===== config.mk =====
export PLATFORM = sky130hd
export DESIGN_NAME = cpu_controller_flat
export DESIGN_NICKNAME = d
export VERILOG_FILES = /design/src/rtl/cpu_controller_if.sv /design/src/rtl/cpu_controller.sv /design/src/flat_wrapper.sv
export SDC_FILE = /design/constraint.sdc
export NUM_CORES = 1
export LEC_CHECK = 0
export CAP_MARGIN = 0
export CORE_AREA = 2 2 39 41
export CTS_BUF_LIST = sky130_fd_sc_hd__clkbuf_8
export DETAILED_ROUTE_END_ITERATION = 12
export DIE_AREA = 0 0 41 43
export SLEW_MARGIN = 10
export SYNTH_ARGS = -nofsm -noshare
export SYNTH_HDL_FRONTEND = slang
export SYNTH_SLANG_ARGS = --single-unit
export TNS_END_PERCENT = 5

===== constraint.sdc =====
create_clock -name clk -period 5.2 [get_ports clk]
set_clock_uncertainty 0.2 [all_clocks]
set_input_delay 1.56 -clock clk [delete_from_list [all_inputs] [get_ports clk]]
set_output_delay 1.56 -clock clk [all_outputs]
set_load 0.1 [all_outputs]

===== src/rtl/cpu_controller_if.sv =====
// Control bundle between the cpu_controller sequencer and the datapath.
// The master side is the sequencer. It receives the opcode, the zero flag and
// (optionally) resume, and it drives the phase and every control strobe.
// Optional feature macro: CTRL_RESUME_EN adds the resume request line.
interface cpu_controller_if;
    logic [2:0] opcode;
    logic       zero;
`ifdef CTRL_RESUME_EN
    logic       resume;
`endif
    logic [2:0] phase;
    logic       sel;
    logic       rd;
    logic       ld_ir;
    logic       inc_pc;
    logic       ld_pc;
    logic       ld_ac;
    logic       wr;
    logic       data_e;
    logic       halt;

    modport master (
`ifdef CTRL_RESUME_EN
        input  resume,
`endif
        input  opcode, zero,
        output phase, sel, rd, ld_ir, inc_pc, ld_pc, ld_ac, wr, data_e, halt
    );

    modport slave (
`ifdef CTRL_RESUME_EN
        output resume,
`endif
        output opcode, zero,
        input  phase, sel, rd, ld_ir, inc_pc, ld_pc, ld_ac, wr, data_e, halt
    );
endinterface


===== src/rtl/cpu_controller.sv =====
// Instruction sequencer for the 8-bit accumulator CPU.
// An 8-phase counter runs one instruction every 8 clocks: fetch happens in
// phases 0-3 and execute in phases 4-7. Every strobe is decoded combinationally
// from the phase, the opcode, the zero flag and the run mode.
// Optional feature macro: CTRL_RESUME_EN. When it is defined, a resume pulse
// while halted re-enters the run mode at phase 5. Phases 5-7 of the HLT
// instruction are then drained with no strobes. When it is undefined, only
// rst leaves the halted mode.
module cpu_controller (
    input  logic              clk,
    input  logic              rst,
    cpu_controller_if.master  ctrl
);

    typedef enum logic [1:0] {
        RUN,
        HALTED,
        DRAIN
    } mode_t;

    localparam logic [2:0] OP_HLT = 3'd0;
    localparam logic [2:0] OP_SKZ = 3'd1;
    localparam logic [2:0] OP_ADD = 3'd2;
    localparam logic [2:0] OP_AND = 3'd3;
    localparam logic [2:0] OP_XOR = 3'd4;
    localparam logic [2:0] OP_LDA = 3'd5;
    localparam logic [2:0] OP_STO = 3'd6;
    localparam logic [2:0] OP_JMP = 3'd7;

    mode_t      mode_q, mode_d;
    logic [2:0] phase_q, phase_d;

    logic       is_aluop;
    logic       sel_c, rd_c, ld_ir_c, inc_pc_c, ld_pc_c, ld_ac_c, wr_c, data_e_c, halt_c;

    // Phase counter and run mode register; reset restarts the fetch at phase 0
    always_ff @(posedge clk or posedge rst) begin
        if (rst) begin
            phase_q <= 3'd0;
            mode_q  <= RUN;
        end else begin
            phase_q <= phase_d;
            mode_q  <= mode_d;
        end
    end

    // Next phase / mode: free-running wrap, freeze at 4 on HLT, optional resume
    always_comb begin
        phase_d = phase_q;
        mode_d  = mode_q;
        unique case (mode_q)
            RUN: begin
                if (phase_q == 3'd4 && ctrl.opcode == OP_HLT) begin
                    mode_d = HALTED;
                end else begin
                    phase_d = phase_q + 3'd1;
                end
            end
            HALTED: begin
`ifdef CTRL_RESUME_EN
                if (ctrl.resume) begin
                    mode_d  = DRAIN;
                    phase_d = 3'd5;
                end
`endif
            end
            DRAIN: begin
                phase_d = phase_q + 3'd1;
                if (phase_q == 3'd7) begin
                    mode_d = RUN;
                end
            end
            default: begin
                mode_d  = RUN;
                phase_d = 3'd0;
            end
        endcase
    end

    // Strobe decode from phase, opcode and zero; halted/drain modes mute everything but halt
    always_comb begin
        sel_c    = 1'b0;
        rd_c     = 1'b0;
        ld_ir_c  = 1'b0;
        inc_pc_c = 1'b0;
        ld_pc_c  = 1'b0;
        ld_ac_c  = 1'b0;
        wr_c     = 1'b0;
        data_e_c = 1'b0;
        halt_c   = 1'b0;
        is_aluop = (ctrl.opcode == OP_ADD) || (ctrl.opcode == OP_AND) ||
                   (ctrl.opcode == OP_XOR) || (ctrl.opcode == OP_LDA);
        unique case (mode_q)
            RUN: begin
                unique case (phase_q)
                    3'd0: begin
                        sel_c = 1'b1;
                    end
                    3'd1: begin
                        sel_c = 1'b1;
                        rd_c  = 1'b1;
                    end
                    3'd2, 3'd3: begin
                        sel_c   = 1'b1;
                        rd_c    = 1'b1;
                        ld_ir_c = 1'b1;
                    end
                    3'd4: begin
                        inc_pc_c = 1'b1;
                        halt_c   = (ctrl.opcode == OP_HLT);
                    end
                    3'd5: begin
                        rd_c = is_aluop;
                    end
                    3'd6: begin
                        rd_c     = is_aluop;
                        inc_pc_c = (ctrl.opcode == OP_SKZ) && ctrl.zero;
                        ld_pc_c  = (ctrl.opcode == OP_JMP);
                        data_e_c = (ctrl.opcode == OP_STO);
                    end
                    3'd7: begin
                        rd_c     = is_aluop;
                        ld_ac_c  = is_aluop;
                        ld_pc_c  = (ctrl.opcode == OP_JMP);
                        wr_c     = (ctrl.opcode == OP_STO);
                        data_e_c = (ctrl.opcode == OP_STO);
                    end
                    default: begin
                        sel_c = 1'b0;
                    end
                endcase
            end
            HALTED: begin
                halt_c = 1'b1;
            end
            default: begin
                halt_c = 1'b0;
            end
        endcase
    end

    // Drive the bus; the memory write and the data-bus drive are also gated by rst
    always_comb begin
        ctrl.phase  = phase_q;
        ctrl.sel    = sel_c;
        ctrl.rd     = rd_c;
        ctrl.ld_ir  = ld_ir_c;
        ctrl.inc_pc = inc_pc_c;
        ctrl.ld_pc  = ld_pc_c;
        ctrl.ld_ac  = ld_ac_c;
        ctrl.wr     = wr_c & ~rst;
        ctrl.data_e = data_e_c & ~rst;
        ctrl.halt   = halt_c;
    end

endmodule


===== src/flat_wrapper.sv =====
// flat-port wrapper written by rule: the top's interface ports become plain ports
module cpu_controller_flat 
  (clk, rst, ctrl_opcode, ctrl_zero, ctrl_phase, ctrl_sel, ctrl_rd, ctrl_ld_ir, ctrl_inc_pc, ctrl_ld_pc, ctrl_ld_ac, ctrl_wr, ctrl_data_e, ctrl_halt);
  cpu_controller_if ctrl_i ();
  input  logic clk;
  input  logic rst;
  input wire logic [$bits(ctrl_i.opcode)-1:0] ctrl_opcode;
  input wire logic [$bits(ctrl_i.zero)-1:0] ctrl_zero;
  output wire logic [$bits(ctrl_i.phase)-1:0] ctrl_phase;
  output wire logic [$bits(ctrl_i.sel)-1:0] ctrl_sel;
  output wire logic [$bits(ctrl_i.rd)-1:0] ctrl_rd;
  output wire logic [$bits(ctrl_i.ld_ir)-1:0] ctrl_ld_ir;
  output wire logic [$bits(ctrl_i.inc_pc)-1:0] ctrl_inc_pc;
  output wire logic [$bits(ctrl_i.ld_pc)-1:0] ctrl_ld_pc;
  output wire logic [$bits(ctrl_i.ld_ac)-1:0] ctrl_ld_ac;
  output wire logic [$bits(ctrl_i.wr)-1:0] ctrl_wr;
  output wire logic [$bits(ctrl_i.data_e)-1:0] ctrl_data_e;
  output wire logic [$bits(ctrl_i.halt)-1:0] ctrl_halt;
  assign ctrl_i.opcode = ctrl_opcode;
  assign ctrl_i.zero = ctrl_zero;
  assign ctrl_phase = ctrl_i.phase;
  assign ctrl_sel = ctrl_i.sel;
  assign ctrl_rd = ctrl_i.rd;
  assign ctrl_ld_ir = ctrl_i.ld_ir;
  assign ctrl_inc_pc = ctrl_i.inc_pc;
  assign ctrl_ld_pc = ctrl_i.ld_pc;
  assign ctrl_ld_ac = ctrl_i.ld_ac;
  assign ctrl_wr = ctrl_i.wr;
  assign ctrl_data_e = ctrl_i.data_e;
  assign ctrl_halt = ctrl_i.halt;
  cpu_controller u_core (.clk(clk), .rst(rst), .ctrl(ctrl_i));
endmodule

==> results.yml, run 1 <==
grt:
  grt_max_degree: 10
  grt_pass1_wl_mm: 1.58
  antenna_found_initial: 0
  overflow: 0
  grt_pass1_vias: 378
  grt_use_total_pct: 13.9
die:
  die_y_um: 43
  dieArea_um2: 1760
  dieWidth_um: 41
  coreArea_um2: 1380
  start_util_pct: 27.8
  pin_count: 18
  std_cell_rows: 14
sta:
  hold_viol_final: 0
  finalSetupViolCount: 0
  rsz0062_at_grt: "no"
  fmax_ghz: 0.205
  fin_crit_sh_pct: 94.0
  min_period_ps: 4890
  worst_pin_slew_ps: 964
  hold_ws_ps: 403
  slew_headroom_pct: 35.5
  finalMaxSlewViolations: 0
critical_path:
  cp_slowest_stage_delay_ps: 560
  startpoint_type: "input port"
  r2r_setup_slack_ps: 3370
  slowest_stage: "clkdlybuf4s50_1"
  critical_path_class: "in -> out"
  crit_fanout: 3
  cp.arrival_ps: 3130
  crit_end: "ctrl_data_e"
  cp-startpoint: "ctrl_opcode[1]"
  path_cells: "clkdlybuf4s50_1, nand2_1, or3_1, nor3_1, buf_12"
  crit_required_ps: 3440
  worstSetupEndpointType: "output pin"
  r2r_cells: 5
  r2r_end: "u_core.ctrl.phase[1]"
  worstReg2RegStart: "u_core.ctrl.phase[0]"
layout:
  antenna_cells: 0
  area_growth_pct: 80.2
  multi_input_area_um2: 263
  drive_above_1_share_pct: 25.0
  fillers: 135
  regArea_um2: 100
  nets: 78
route:
  antenna_left: 0
  viasPerCell: 4.76
  wl_per_cell_um: 11.8
  vias: 381
  firstDrtPassIters: 2
  drc: 0
  drt_iter0_markers: 5
  routed_wl_um: 946
synthesis:
  synth_fp_nets: 57
  synth-edff-count: 0
  synth_top_family_by_area: "simple AND/OR/NAND/NOR gates"
  synth_seq_cells: 4
  syn-cell-area_um2: 385
  synth_area_leaders: "dfrtp_1 (26%), ha_1 (19%), inv_1 (7.8%)"
  synthSimpleGateAreaFrac_pct: 25.0
  synthMuxAreaShare_pct: 3.90
  syn_area_per_cell_um2: 8.56
  synth_compound_area_share_pct: 12.0
  yosys.area_share.xor_xnor_pct: 4.55
  synth-adder-area-share_pct: 19.5
  async_flop_share_pct: 100
  synth.most_common_cell: "inv_1"
  yosysWarnings: 0
  synth_cell_types: 19
  synth_ff_type: "dfrtp_1"
  synthTopCellsByCount: "inv_1 (8), ha_1 (6), nor2_1 (6)"
  synth_top_area_cell: "dfrtp_1"
  synth.yosys.seq_area_share_pct: 26.0
  synth_cells: 45
  netlist.area_leader.share_pct: 26.0
place:
  dpl.hpwl_um: 768
  place.gp.congestion: 0.682
  port-buffer-count: 17
clocking:
  post_cts_buffers: 0
  cts-resized-gates: 0
  htreeDepth: 1
  path_clk_slew_ps: 30
  root_buffer: "clkbuf_8"
  cts_tree: "built"
  numCtsBuffers: 3
  clk_latency_ps: 220
  clock_path_buffers: 2
  ctsHoldBuffers: 0
  cts.sinks: 4
min_path:
  hold_path.class: "reg -> reg"
flow_run:
  maxCapViolations: 0
outcome:
  outcome: "finished, final reports clean"
flip-flops by register name, indices dropped and copies added (netlist names):
| name | count |
|---|---|
| u_core.ctrl.phase | 3 |
| u_core.mode_q | 1 |
routing by layer:
| metal | wire, um | GRT usage (%) | part of all wire (%) | vias up |
|---|---|---|---|---|
| met1 | 336 | 13.3 | 36 | 172 |
| met5 | 0 | 0 | 0 | - |
| met4 | 18 | 6.00 | 1.9 | 0 |
| li1 | - | - | - | 187 |
| met2 | 479 | 22.2 | 51 | 20 |
| met3 | 112 | 8.90 | 12 | 2 |
worst min-delay path by stage:
stage                                      end  slack, ps  cells after the start            startpoint
after detailed placement  u_core.ctrl.phase[1]        400                      1  u_core.ctrl.phase[1]
after CTS                 u_core.ctrl.phase[1]        410                      1  u_core.ctrl.phase[1]
after global placement    u_core.ctrl.phase[1]        400                      1  u_core.ctrl.phase[1]
after global routing      u_core.ctrl.phase[1]        430                      1  u_core.ctrl.phase[1]
final                     u_core.ctrl.phase[1]        400                      1  u_core.ctrl.phase[1]
after floorplan           u_core.ctrl.phase[2]        400                      2      u_core.mode_q[0]
placed cells by master (no fill, tap or decap), types with 2 or more instances in the layout:
cell and instances:
clkbuf_8 3, nor2b_1 2, inv_1 8, dfrtp_1 4, nand2_1 2, ha_1 6, a21oi_1 2, xnor2_1 2
clkdlybuf4s50_1 10, nor3_1 2, nor4_2 2, nor2_1 6, buf_12 7
layout make-up:
type                    count  share of cell area (%)
repair buffers             17                    34.6
inverters                   8                    4.32
well taps                  16                    2.88
multi-input cells          32                    37.8
clock buffers               3                    5.95
flip-flops and latches      4                    14.4
cells by family after synthesis:
| kind of cell | after synthesis |
|---|---|
| fa+ha+maj | 6 |
| xor+xnor | 2 |
| compound gates | 6 |
| mux | 1 |
| flops | 4 |
| buf+inv | 9 |
| simple gates | 17 |
metrics by stage:
stage / utilization, % / instance area (um2) / worst slack [ps] / TNS [ps] / cells
3_3_place_gp: 47.2 / 653 / 359 / 0 / 77
2_1_floorplan: - / 398 / -572 / -699 / 45
3_5_place_dp: 47.2 / 653 / 310 / 0 / 77
5_1_grt: 50.2 / 694 / 244 / 0 / 80
4_1_cts: 50.2 / 694 / 309 / 0 / 80
6_report: 50.2 / 694 / 310 / 0 / 80
critical path: cells and delay by family:
kind	cells	cell delay, ps
buffers and inverters	2	780
AND/OR/NAND/NOR	3	780
Power of run 1 is not shown: default switching activity piles up to over one toggle a cycle in this logic, so the estimate is an artifact.
==> inputs of run 2 (changes only) <==
- SETUP_SLACK_MARGIN: unset -> 0.4
==> results.yml, run 2 (synthesis gave the netlist of run 1 again) <==
outcome:
  outcome: "finished, final reports clean"
route:
  drc: 0
  routed_wl_um: 913
  viasPerCell: 4.58
  wl_per_cell_um: 11.4
  firstDrtPassIters: 1
  vias: 366
  drt_iter0_markers: 0
  antenna_left: 0
sta:
  finalSetupViolCount: 0
  hold_ws_ps: 408
  worst_pin_slew_ps: 963
  fmax_ghz: 0.210
  fin_crit_sh_pct: 91.7
  post-route-worst-setup-slack_ps: 430
  min_period_ps: 4770
  slew_headroom_pct: 35.6
  setup_tns_ps: 0
  finalMaxSlewViolations: 0
  rsz0062_at_grt: "yes"
  hold_viol_final: 0
clocking:
  htreeDepth: 1
  clock_path_buffers: 2
  cts_tree: "built"
  ctsHoldBuffers: 0
  cts-resized-gates: 0
  post_cts_buffers: 0
  root_buffer: "clkbuf_8"
  path_clk_slew_ps: 30
  clk_latency_ps: 220
  cts.sinks: 4
  numCtsBuffers: 3
place:
  place.gp.congestion: 0.669
  port-buffer-count: 17
  dpl.hpwl_um: 721
  postPlaceCellArea_um2: 667
  post-place-ws_ps: 421
critical_path:
  crit_required_ps: 3440
  crit_fanout: 3
  cp.arrival_ps: 3010
  worstSetupEndpointType: "output pin"
  r2r_setup_slack_ps: 3350
  critical_path_class: "in -> out"
  startpoint_type: "input port"
layout:
  drive_above_1_share_pct: 28.1
  nets: 78
  fin_area_um2: 717
  regArea_um2: 100
  layout_commonest_cell: "clkdlybuf4s50_1"
  fillers: 137
  final_cell_mix: "clkdlybuf4s50_1 (10), inv_1 (8), buf_12 (7), ha_1 (6), nor2_1 (5)"
  largest_reg_flops: 3
  multi_input_area_um2: 285
  antenna_cells: 0
  area_growth_pct: 86.0
min_path:
  hold_path.class: "reg -> reg"
grt:
  grt_pass1_vias: 355
  grt_pass1_wl_mm: 1.47
  antenna_found_initial: 0
  overflow: 0
  grt_max_degree: 10
  grt_use_total_pct: 12.9
die:
  start_util_pct: 27.8
  pin_count: 18
  dieArea_um2: 1760
  std_cell_rows: 14
  coreArea_um2: 1380
  dieWidth_um: 41
  die_y_um: 43
flow_run:
  maxCapViolations: 0
## run 2: layout make-up
type / count / area share, %
Timing Repair Buffer: 17 / 33.5
Sequential cell: 4 / 14.0
Tap cell: 16 / 2.79
Inverter: 8 / 4.19
Multi-Input combinational cell: 32 / 39.8
Clock buffer: 3 / 5.76
## run 2: stage by stage
stage	utilization, %	std cells
final	51.8	80
after global routing	51.8	80
after CTS	51.2	80
after detailed placement	48.2	77
after global placement	48.2	77
after floorplan	-	45
## run 2: layer usage
layer | track usage [%] | part of all wire, % | vias up
li1 | - | - | 188
met1 | 14.1 | 38 | 158
met2 | 19.1 | 46 | 18
met3 | 4.71 | 13 | 2
met4 | 10.0 | 2.5 | 0
met5 | 0 | 0 | -
## run 2: critical path, stage by stage
cell,delay [ps]
clkdlybuf4s50_1,560
nand2_1,100
or3_1,420
nor3_4,170
buf_12,200
## run 2: path summary, 6_finish.rpt
kind	to	depth (start not counted)	startpoint
setup / recovery	ctrl_data_e	5	ctrl_opcode[2]
hold / removal	u_core.ctrl.phase[1]	1	u_core.ctrl.phase[1]
setup reg to reg	u_core.ctrl.phase[1]	5	u_core.ctrl.phase[0]
hold reg to reg	u_core.ctrl.phase[1]	1	u_core.ctrl.phase[1]
max in group asynchronous	u_core.ctrl.phase[0]	2	rst
min in group asynchronous	u_core.ctrl.phase[2]	2	rst
Power of run 2 is left out for the same reason.
==> inputs of run 3 (changes only) <==
- clock period: 5.2 -> 4.4 ns (I/O delays scaled with it)
==> results.yml, run 3 (synthesis gave the netlist of run 1 again) <==
layout:
  antenna_cells: 0
  area_growth_pct: 95.5
  final_util_pct: 54.4
  fillers: 130
  drive_above_1_share_pct: 44.8
  regArea_um2: 100
  nets: 81
  multi_input_area_um2: 314
  largest_reg_flops: 3
  layout_commonest_cell: "inv_1"
  final_cell_mix: "inv_1 (8), buf_12 (7), ha_1 (6), clkdlybuf4s50_1 (6), buf_4 (5)"
route:
  viasPerCell: 4.78
  routed_wl_um: 940
  wl_per_cell_um: 11.3
  drc: 0
  antenna_left: 0
  vias: 397
  drt_iter0_markers: 7
  firstDrtPassIters: 4
sta:
  hold_viol_final: 0
  fin_crit_sh_pct: 90.1
  min_period_ps: 3960
  worst_pin_slew_ps: 963
  setup_tns_ps: 0
  rsz0062_at_grt: "yes"
  slew_headroom_pct: 35.6
  finalSetupViolCount: 0
  hold_ws_ps: 407
  finalMaxSlewViolations: 0
  fmax_ghz: 0.252
grt:
  busiest_layer: "met2"
  antenna_found_initial: 0
  grt_max_degree: 10
  grt_pass1_wl_mm: 1.61
  grt_pass1_vias: 377
  use_met1_pct: 17.3
  overflow: 0
  grt_use_met2_pct: 20.6
  grt_use_met3_pct: 5.24
  grt_use_total_pct: 13.9
place:
  place.gp.congestion: 0.693
  port-buffer-count: 17
  dpl.hpwl_um: 748
outcome:
  outcome: "finished, final reports clean"
clocking:
  path_clk_slew_ps: 30
  ctsHoldBuffers: 0
  clock_path_buffers: 2
  htreeDepth: 1
  cts.sinks: 4
  cts_tree: "built"
  numCtsBuffers: 3
  clk_latency_ps: 220
  root_buffer: "clkbuf_8"
flow_run:
  maxCapViolations: 0
critical_path:
  critical_path_class: "in -> out"
  worstSetupEndpointType: "output pin"
  crit_fanout: 3
  cp.arrival_ps: 2440
  crit_required_ps: 2880
  startpoint_type: "input port"
die:
  std_cell_rows: 14
  coreArea_um2: 1380
  start_util_pct: 27.8
  dieWidth_um: 41
  dieArea_um2: 1760
  pin_count: 18
  die_y_um: 43
min_path:
  hold_path.class: "reg -> reg"
==> run 3: cell count changes in the layout (fill, tap and decap cells not counted), sizes merged <==
cell / before / now
clkdlybuf4s50: 10 / 6
clkbuf: 3 / 5
buf: 7 / 12
==> run 3: worst paths after layout <==
path	from	to	slack, ps	cells after the start
min in group asynchronous	rst	u_core.ctrl.phase[2]	1260	2
max in group asynchronous	rst	u_core.mode_q[0]	2580	2
max	ctrl_opcode[0]	ctrl_inc_pc	440	4
max reg2reg	u_core.ctrl.phase[0]	u_core.ctrl.phase[1]	2490	6
min	u_core.ctrl.phase[1]	u_core.ctrl.phase[1]	410	1
min reg2reg	u_core.ctrl.phase[1]	u_core.ctrl.phase[1]	410	1
==> run 3: per-stage QoR <==
stage	worst slack, ps	cell area (um2)	cells
floorplan	124	434	45
global placement	75.3	699	79
detailed placement	67.3	699	79
CTS	386	753	82
global route	390	753	83
finish	438	753	83
==> run 3: metal layers <==
metal | share of wire, % | up-vias
met4 | 1.5 | 0
met1 | 39 | 181
li1 | - | 197
met2 | 50 | 17
met3 | 9.4 | 2
met5 | 0 | -
==> run 3: area by class of cell <==
type	instances	area share [%]
Sequential cell	4	13.3
Tap cell	16	2.66
Clock buffer	3	5.48
Inverter	8	3.99
Multi-Input combinational cell	32	41.7
Timing Repair Buffer	20	32.9
==> run 3: critical path, stage by stage <==
cell and delay (ps):
clkdlybuf4s50_1 540, a41oi_2 150, nor4_4 210, buf_12 210
==> run 3: timing repair <==
| action | CTS | global route |
|---|---|---|
| gates resized for setup | 6 | 3 |
| setup endpoints to repair | 6 | 3 |
| pin swaps | 1 | 1 |
| buffers inserted | 0 | 1 |
| hold endpoints to repair | 0 | 0 |
Power of run 3 is left out for the same reason.
